==> config.mk <==
export PLATFORM = sky130hd
export DESIGN_NAME = tabellone_morra_flat
export DESIGN_NICKNAME = d
export VERILOG_FILES = /design/src/rtl/morra_pkg.sv /design/src/rtl/tabellone_morra_if.sv /design/src/rtl/tabellone_morra_storico_fifo.sv /design/src/rtl/tabellone_morra.sv /design/src/flat_wrapper.sv
export SDC_FILE = /design/constraint.sdc
export NUM_CORES = 1
export LEC_CHECK = 0
export CORE_MARGIN = 2
export CORE_UTILIZATION = 50
export CTS_CLUSTER_SIZE = 16
export DETAILED_ROUTE_END_ITERATION = 7
export PLACE_DENSITY_LB_ADDON = 0.25
export SLEW_MARGIN = 20
export SYNTH_ARGS = -nofsm -noshare
export SYNTH_HDL_FRONTEND = slang
export SYNTH_SLANG_ARGS = --single-unit
==> constraint.sdc <==
create_clock -name clk -period 2.5 [get_ports clk]
set_input_delay 0.5 -clock clk [delete_from_list [all_inputs] [get_ports clk]]
set_output_delay 0.5 -clock clk [all_outputs]
set_load 0.005 [all_outputs]
==> src/rtl/morra_pkg.sv <==
// Shared types for the Morra Cinese game FSM and its scoreboard.
// Holds the round/match result encoding and the scoreboard FSM states.
package morra_pkg;

    // Raw 2-bit result as carried on MANCHE / PARTITA.
    typedef logic [1:0] esito_t;

    // Same encoding for round results (MANCHE) and match results (PARTITA).
    typedef enum logic [1:0] {
        NULLA   = 2'b00,
        PRIMO   = 2'b01,
        SECONDO = 2'b10,
        PARI    = 2'b11
    } esito_e;

    typedef enum logic [1:0] {
        ATTESA = 2'd0,
        GIOCO  = 2'd1,
        CHIUSA = 2'd2
    } stato_e;

    function automatic logic is_valido(esito_t e);
        return e != NULLA;
    endfunction

endpackage

==> src/rtl/tabellone_morra_if.sv <==
// History read port of the scoreboard: valid/ready head, fill count, overflow.
// master = scoreboard (drives head/count/overflow), slave = display/host.
interface tabellone_morra_if #(
    parameter int HIST_DEPTH = 8
) ();
    import morra_pkg::*;

    localparam int CW = $clog2(HIST_DEPTH) + 1;

    logic          HIST_RD_VALID;
    logic          HIST_RD_READY;
    esito_t        HIST_RD_DATA;
    logic [CW-1:0] HIST_COUNT;
    logic          OVERFLOW;

    modport master (
        output HIST_RD_VALID,
        output HIST_RD_DATA,
        output HIST_COUNT,
        output OVERFLOW,
        input  HIST_RD_READY
    );

    modport slave (
        input  HIST_RD_VALID,
        input  HIST_RD_DATA,
        input  HIST_COUNT,
        input  OVERFLOW,
        output HIST_RD_READY
    );

endinterface

==> src/rtl/tabellone_morra_storico_fifo.sv <==
// storico_fifo: synchronous FIFO of round results, no fall-through.
// Ports: push/push_data in; rd_valid/rd_ready/rd_data pop side; count, sticky overflow.
module storico_fifo
    import morra_pkg::*;
#(
    parameter int DEPTH = 8
) (
    input  logic                     clk,
    input  logic                     rst,
    input  logic                     push,
    input  esito_t                   push_data,
    output logic                     rd_valid,
    input  logic                     rd_ready,
    output esito_t                   rd_data,
    output logic [$clog2(DEPTH):0]   count,
    output logic                     overflow
);
    localparam int AW = $clog2(DEPTH);
    localparam int CW = AW + 1;

    esito_t        mem [DEPTH];
    logic [AW-1:0] rd_ptr;
    logic [AW-1:0] wr_ptr;
    logic          full;
    logic          pop;
    logic          do_push;
    logic          drop;

    assign full    = (count == CW'(DEPTH));
    assign pop     = rd_valid && rd_ready;
    // A pop in the same cycle frees the slot, so a full FIFO still accepts.
    assign do_push = push && (!full || pop);
    assign drop    = push && full && !pop;

    assign rd_valid = (count != '0);
    assign rd_data  = rd_valid ? mem[rd_ptr] : NULLA;

    always_ff @(posedge clk) begin
        if (do_push && !rst) begin
            mem[wr_ptr] <= push_data;
        end
    end

    // Pointers wrap naturally since DEPTH is a power of two.
    always_ff @(posedge clk) begin
        if (rst) begin
            rd_ptr   <= '0;
            wr_ptr   <= '0;
            count    <= '0;
            overflow <= 1'b0;
        end else begin
            if (do_push) begin
                wr_ptr <= wr_ptr + 1'b1;
            end
            if (pop) begin
                rd_ptr <= rd_ptr + 1'b1;
            end
            count <= count + CW'(do_push) - CW'(pop);
            if (drop) begin
                overflow <= 1'b1;
            end
        end
    end

endmodule

==> src/rtl/tabellone_morra.sv <==
// Scoreboard behind MorraCinese: per-match round tallies, match tallies, FINE pulse.
// Ports: clk, rst, INIZIA, MANCHE, PARTITA, tallies, FINE, hist (history port).
// Optional history FIFO built only with `TABELLONE_HISTORY_EN defined.
module tabellone_morra
    import morra_pkg::*;
#(
    parameter int CNT_W      = 4,
    parameter int MATCH_W    = 8,
    parameter int HIST_DEPTH = 8
) (
    input  logic               clk,
    input  logic               rst,
    input  logic               INIZIA,
    input  esito_t             MANCHE,
    input  esito_t             PARTITA,
    output logic [CNT_W-1:0]   VINTE_PRIMO,
    output logic [CNT_W-1:0]   VINTE_SECONDO,
    output logic [CNT_W-1:0]   PAREGGI,
    output logic [MATCH_W-1:0] PARTITE_PRIMO,
    output logic [MATCH_W-1:0] PARTITE_SECONDO,
    output logic               FINE,
    tabellone_morra_if.master  hist
);
    stato_e state_q;
    stato_e state_d;
    logic   clear;
    logic   tally;
    logic   close;

    always_ff @(posedge clk) begin
        if (rst) begin
            state_q <= ATTESA;
        end else begin
            state_q <= state_d;
        end
    end

    // INIZIA overrides everything: restart without crediting the match.
    always_comb begin
        state_d = state_q;
        clear   = 1'b0;
        tally   = 1'b0;
        close   = 1'b0;
        if (INIZIA) begin
            state_d = GIOCO;
            clear   = 1'b1;
        end else begin
            unique case (state_q)
                ATTESA: begin
                end
                GIOCO: begin
                    tally = is_valido(MANCHE);
                    if (is_valido(PARTITA)) begin
                        close   = 1'b1;
                        state_d = CHIUSA;
                    end
                end
                CHIUSA: begin
                end
                default: begin
                    state_d = ATTESA;
                end
            endcase
        end
    end

    always_ff @(posedge clk) begin
        if (rst) begin
            VINTE_PRIMO     <= '0;
            VINTE_SECONDO   <= '0;
            PAREGGI         <= '0;
            PARTITE_PRIMO   <= '0;
            PARTITE_SECONDO <= '0;
            FINE            <= 1'b0;
        end else begin
            FINE <= close;
            if (clear) begin
                VINTE_PRIMO   <= '0;
                VINTE_SECONDO <= '0;
                PAREGGI       <= '0;
            end else if (tally) begin
                // Round counters saturate at all-ones.
                case (MANCHE)
                    PRIMO: begin
                        if (VINTE_PRIMO != '1) begin
                            VINTE_PRIMO <= VINTE_PRIMO + 1'b1;
                        end
                    end
                    SECONDO: begin
                        if (VINTE_SECONDO != '1) begin
                            VINTE_SECONDO <= VINTE_SECONDO + 1'b1;
                        end
                    end
                    PARI: begin
                        if (PAREGGI != '1) begin
                            PAREGGI <= PAREGGI + 1'b1;
                        end
                    end
                    default: begin
                    end
                endcase
            end
            // Match counters wrap; a drawn match credits nobody.
            if (close) begin
                case (PARTITA)
                    PRIMO:   PARTITE_PRIMO   <= PARTITE_PRIMO + 1'b1;
                    SECONDO: PARTITE_SECONDO <= PARTITE_SECONDO + 1'b1;
                    default: begin
                    end
                endcase
            end
        end
    end

`ifdef TABELLONE_HISTORY_EN
    storico_fifo #(
        .DEPTH(HIST_DEPTH)
    ) u_storico (
        .clk       (clk),
        .rst       (rst),
        .push      (tally),
        .push_data (MANCHE),
        .rd_valid  (hist.HIST_RD_VALID),
        .rd_ready  (hist.HIST_RD_READY),
        .rd_data   (hist.HIST_RD_DATA),
        .count     (hist.HIST_COUNT),
        .overflow  (hist.OVERFLOW)
    );
`else
    logic unused_rd_ready;
    assign unused_rd_ready    = hist.HIST_RD_READY;
    assign hist.HIST_RD_VALID = 1'b0;
    assign hist.HIST_RD_DATA  = NULLA;
    assign hist.HIST_COUNT    = '0;
    assign hist.OVERFLOW      = 1'b0;
`endif

endmodule

==> src/flat_wrapper.sv <==
// flat-port wrapper written by rule: the top's interface ports become plain ports
module tabellone_morra_flat import morra_pkg::*;
#(
    parameter int CNT_W      = 4,
    parameter int MATCH_W    = 8,
    parameter int HIST_DEPTH = 8
)
  (clk, rst, INIZIA, MANCHE, PARTITA, VINTE_PRIMO, VINTE_SECONDO, PAREGGI, PARTITE_PRIMO, PARTITE_SECONDO, FINE, hist_HIST_RD_VALID, hist_HIST_RD_DATA, hist_HIST_COUNT, hist_OVERFLOW, hist_HIST_RD_READY);
  tabellone_morra_if #(.HIST_DEPTH(HIST_DEPTH)) hist_i ();
  input  logic clk;
  input  logic rst;
  input  logic INIZIA;
  input  esito_t MANCHE;
  input  esito_t PARTITA;
  output logic [CNT_W-1:0] VINTE_PRIMO;
  output logic [CNT_W-1:0] VINTE_SECONDO;
  output logic [CNT_W-1:0] PAREGGI;
  output logic [MATCH_W-1:0] PARTITE_PRIMO;
  output logic [MATCH_W-1:0] PARTITE_SECONDO;
  output logic FINE;
  output wire logic [$bits(hist_i.HIST_RD_VALID)-1:0] hist_HIST_RD_VALID;
  output wire logic [$bits(hist_i.HIST_RD_DATA)-1:0] hist_HIST_RD_DATA;
  output wire logic [$bits(hist_i.HIST_COUNT)-1:0] hist_HIST_COUNT;
  output wire logic [$bits(hist_i.OVERFLOW)-1:0] hist_OVERFLOW;
  input wire logic [$bits(hist_i.HIST_RD_READY)-1:0] hist_HIST_RD_READY;
  assign hist_HIST_RD_VALID = hist_i.HIST_RD_VALID;
  assign hist_HIST_RD_DATA = hist_i.HIST_RD_DATA;
  assign hist_HIST_COUNT = hist_i.HIST_COUNT;
  assign hist_OVERFLOW = hist_i.OVERFLOW;
  assign hist_i.HIST_RD_READY = hist_HIST_RD_READY;
  tabellone_morra #(.CNT_W(CNT_W), .MATCH_W(MATCH_W), .HIST_DEPTH(HIST_DEPTH)) u_core (.clk(clk), .rst(rst), .INIZIA(INIZIA), .MANCHE(MANCHE), .PARTITA(PARTITA), .VINTE_PRIMO(VINTE_PRIMO), .VINTE_SECONDO(VINTE_SECONDO), .PAREGGI(PAREGGI), .PARTITE_PRIMO(PARTITE_PRIMO), .PARTITE_SECONDO(PARTITE_SECONDO), .FINE(FINE), .hist(hist_i));
endmodule
==> flow_summary.ini <==
[place]
pre_cts_ws_ns = 0.363
dp_hpwl_um = 2260
gp_congestion = 0.734
numPortBuffers = 35

[cts]
root_buffer = clkbuf_4
clkTransAtPathRegs_ns = 0.08
cts.htree.levels = 2
cts_num_sinks = 31
hold_buffers = 0
numCtsBuffers = 5
clk_path_buf_depth = 2
tritoncts = built
postCtsSetupBuffers = 0
clock_latency_ns = 0.33
cts_resized = 0

[detailed_routing]
drc = 0
vias = 1283
drtAntennaViolNets = 0
drt_iter0_markers = 39
firstDrtPassIters = 4
routed_wl_um = 3010
viasPerCell = 5.41
wl_per_cell_um = 12.7

[yosys]
yosysMostFrequentCell = dfxtp_1
synth.largest_area_cell = dfxtp_1
ys_top_cells_by_area = dfxtp_1 (42%), nor2_1 (6.6%), xnor2_1 (5.3%)
netlist_area_mm2 = 0.00149
ys_warn_count = 0
synth_sequential_area_ratio_pct = 41.8
synth_flop_cell = dfxtp_1
yosysTopAreaCellShare_pct = 41.8
syn_area_per_cell_um2 = 8.74
synth_cell_types = 30
synth_common_cells = dfxtp_1 (31), nor2_1 (26), nand2_1 (10), nand3_1 (10), xnor2_1 (9)
synth_cells = 170
synth-edff-count = 0
synth-seq-cells = 31
synth_async_sr_flop_share_pct = 0

[timing]
period_needed_ns = 1.81
finalMaxSlewViolations = 0
fin_ws_ns = 0.686
finalCritPeriodShare_pct = 72.6
tns_ns = 0
finClkSkew_ns = 0.00708
max_freq_mhz = 551
rsz0062_at_grt = no
finalSetupViolCount = 0
tightestPinTransition_ns = 0.507
hold_viol_final = 0
maxSlewHeadroom_pct = 66.2

[worst_setup_path]
crit_arrival_ns = 2.01
crit_type = primary input to flop
start_kind = primary input
startpoint = INIZIA
r2r_slack_ns = 0.97
crit_fanout = 6
end_kind = flop
crit_required_ns = 2.70
reg2reg_depth = 5
reg2reg_to = u_core.VINTE_SECONDO[1]
worstSetupEndpoint = u_core.VINTE_SECONDO[1]
regToRegStartpoint = u_core.VINTE_SECONDO[0]

[final_layout]
synthToLayoutAreaGrowth_pct = 26.0
finish.utilization_pct = 67.3
drive_above_1_share_pct = 4.37
fill_cells = 222
nets = 220
n_antenna_cell = 0

[pwr]
p_seq_share_pct = 61.8
cellLeakagePower_nw = 0.671
p_sw_share_pct = 23.6
p_per_area_mw_per_mm2 = 432
vdd_drop_max_v = 0.000384
switching_power_w = 0.000191
combPwrFrac_pct = 6.5
p_clk_share_pct = 31.7
p_int_w = 0.000618

[hold_path]
hp-class = flop to flop

[die]
initial_core_util_pct = 53.4
fp.coreArea_mm2 = 0.00278
die_h_um = 58.5
dieWidth_um = 58.5
io_pins = 45
rows = 19
dieArea_mm2 = 0.00342

[global_route]
grt_pass1_wl_um = 5000
grt_start_max_net_pins = 18
track_usage_pct = 19.1
grt_pass1_vias = 1213
antenna_found_initial = 0
grt_overflow = 0

[run]
drv_cap = 0

[status]
status = finished, final reports clean
[kinds of logic (layout without fill, tap and decap cells)]
| kind of cell | count (synthesis) | in the layout | synth area share [%] |
|---|---|---|---|
| AND/OR/NAND/NOR | 86 | 86 | 30.8 |
| multiplexers | 5 | 5 | 3.37 |
| flip-flops | 31 | 31 | 41.8 |
| buffers and inverters | 14 | 43 | 5.73 |
| AO/OA/AOI/OAI | 11 | 11 | 3.79 |
| other | 1 | 8 | 0.252 |
| adder cells (fa/ha/maj) | 5 | 5 | 4.21 |
| XOR/XNOR | 17 | 17 | 10.0 |
[worst max-delay path: stages]
cell	delay (ns)
clkdlybuf4s50_1	0.50
nand4bb_1	0.31
nor3_1	0.41
mux2i_1	0.24
nor2_1	0.05
[per-layer routing]
layer	wire (um)	vias to the layer above	global-route usage, %
met1	1330	592	22.2
met3	193	7	5.93
met2	1440	37	32.4
met4	49	0	7.97
li1	-	647	-
met5	0	-	0
[placed cells by master, fill, tap and decap left out, drive strengths merged, types with 2 or more instances in the layout]
cell type | netlist | final
a21oi | 7 | 7
and3 | 3 | 3
buf | 10 | 2
clkbuf | 4 | 6
clkdlybuf4s50 | 0 | 35
conb | 1 | 8
dfxtp | 31 | 31
ha | 5 | 5
mux2i | 5 | 5
nand2 | 10 | 10
nand2b | 4 | 4
nand3 | 11 | 11
nand4 | 6 | 6
nand4bb | 3 | 3
nor2 | 26 | 26
nor2b | 4 | 4
nor3 | 7 | 7
nor3b | 2 | 2
nor4 | 5 | 5
o21ai | 3 | 3
or3 | 2 | 2
xnor2 | 9 | 9
xor2 | 8 | 8
[worst min-delay path by stage]
| stage | start | endpoint | slack [ns] | cells past startpoint |
|---|---|---|---|---|
| 2_1_floorplan | u_core.PARTITE_SECONDO[1] | u_core.PARTITE_SECONDO[1] | 0.48 | 2 |
| 3_3_place_gp | u_core.PARTITE_SECONDO[1] | u_core.PARTITE_SECONDO[1] | 0.48 | 2 |
| 3_5_place_dp | u_core.PARTITE_PRIMO[1] | u_core.PARTITE_PRIMO[1] | 0.50 | 2 |
| 4_1_cts | u_core.PARTITE_PRIMO[1] | u_core.PARTITE_PRIMO[1] | 0.51 | 2 |
| 5_1_grt | u_core.PARTITE_SECONDO[1] | u_core.PARTITE_SECONDO[1] | 0.54 | 2 |
| 6_report | u_core.PARTITE_PRIMO[1] | u_core.PARTITE_PRIMO[1] | 0.51 | 2 |
[power groups by stage]
stage	Combinational, W	Clock (W)	Sequential (W)
finish	0.0000525	0.000256	0.000500
global route	0.0000584	0.000285	0.000501
CTS	0.0000520	0.000266	0.000500
detailed placement	0.0000518	0	0.000512
global placement	0.0000511	0	0.000512
floorplan	0.0000390	0	0.000511
[flip-flops by register name, indices dropped and copies added, names as in the netlist]
register,cells
u_core.PARTITE_PRIMO,8
u_core.VINTE_PRIMO,4
u_core.VINTE_SECONDO,4
u_core.PAREGGI,4
u_core.state_q,2
u_core.FINE,1
u_core.PARTITE_SECONDO,8
[area by class of cell]
class	count	area (um^2)	share of cell area [%]
multi-input combinational	132	806	43.0
clock buffer	6	41.3	2.21
tap	31	38.8	2.07
timing repair buffer	37	365	19.5
sequential	31	621	33.2
[stage by stage]
| step | area, um^2 | cells | total power (W) | hold WS [ns] |
|---|---|---|---|---|
| 6_report | 1870 | 237 | 0.000809 | 0.511 |
| 4_1_cts | 1870 | 237 | 0.000818 | 0.515 |
| 3_5_place_dp | 1830 | 231 | 0.000564 | 0.501 |
| 5_1_grt | 1870 | 237 | 0.000845 | 0.538 |
| 3_3_place_gp | 1830 | 231 | 0.000563 | 0.484 |
| 2_1_floorplan | 1510 | 177 | 0.000550 | 0.481 |
Note: power is estimated with default switching activity, not from simulation.
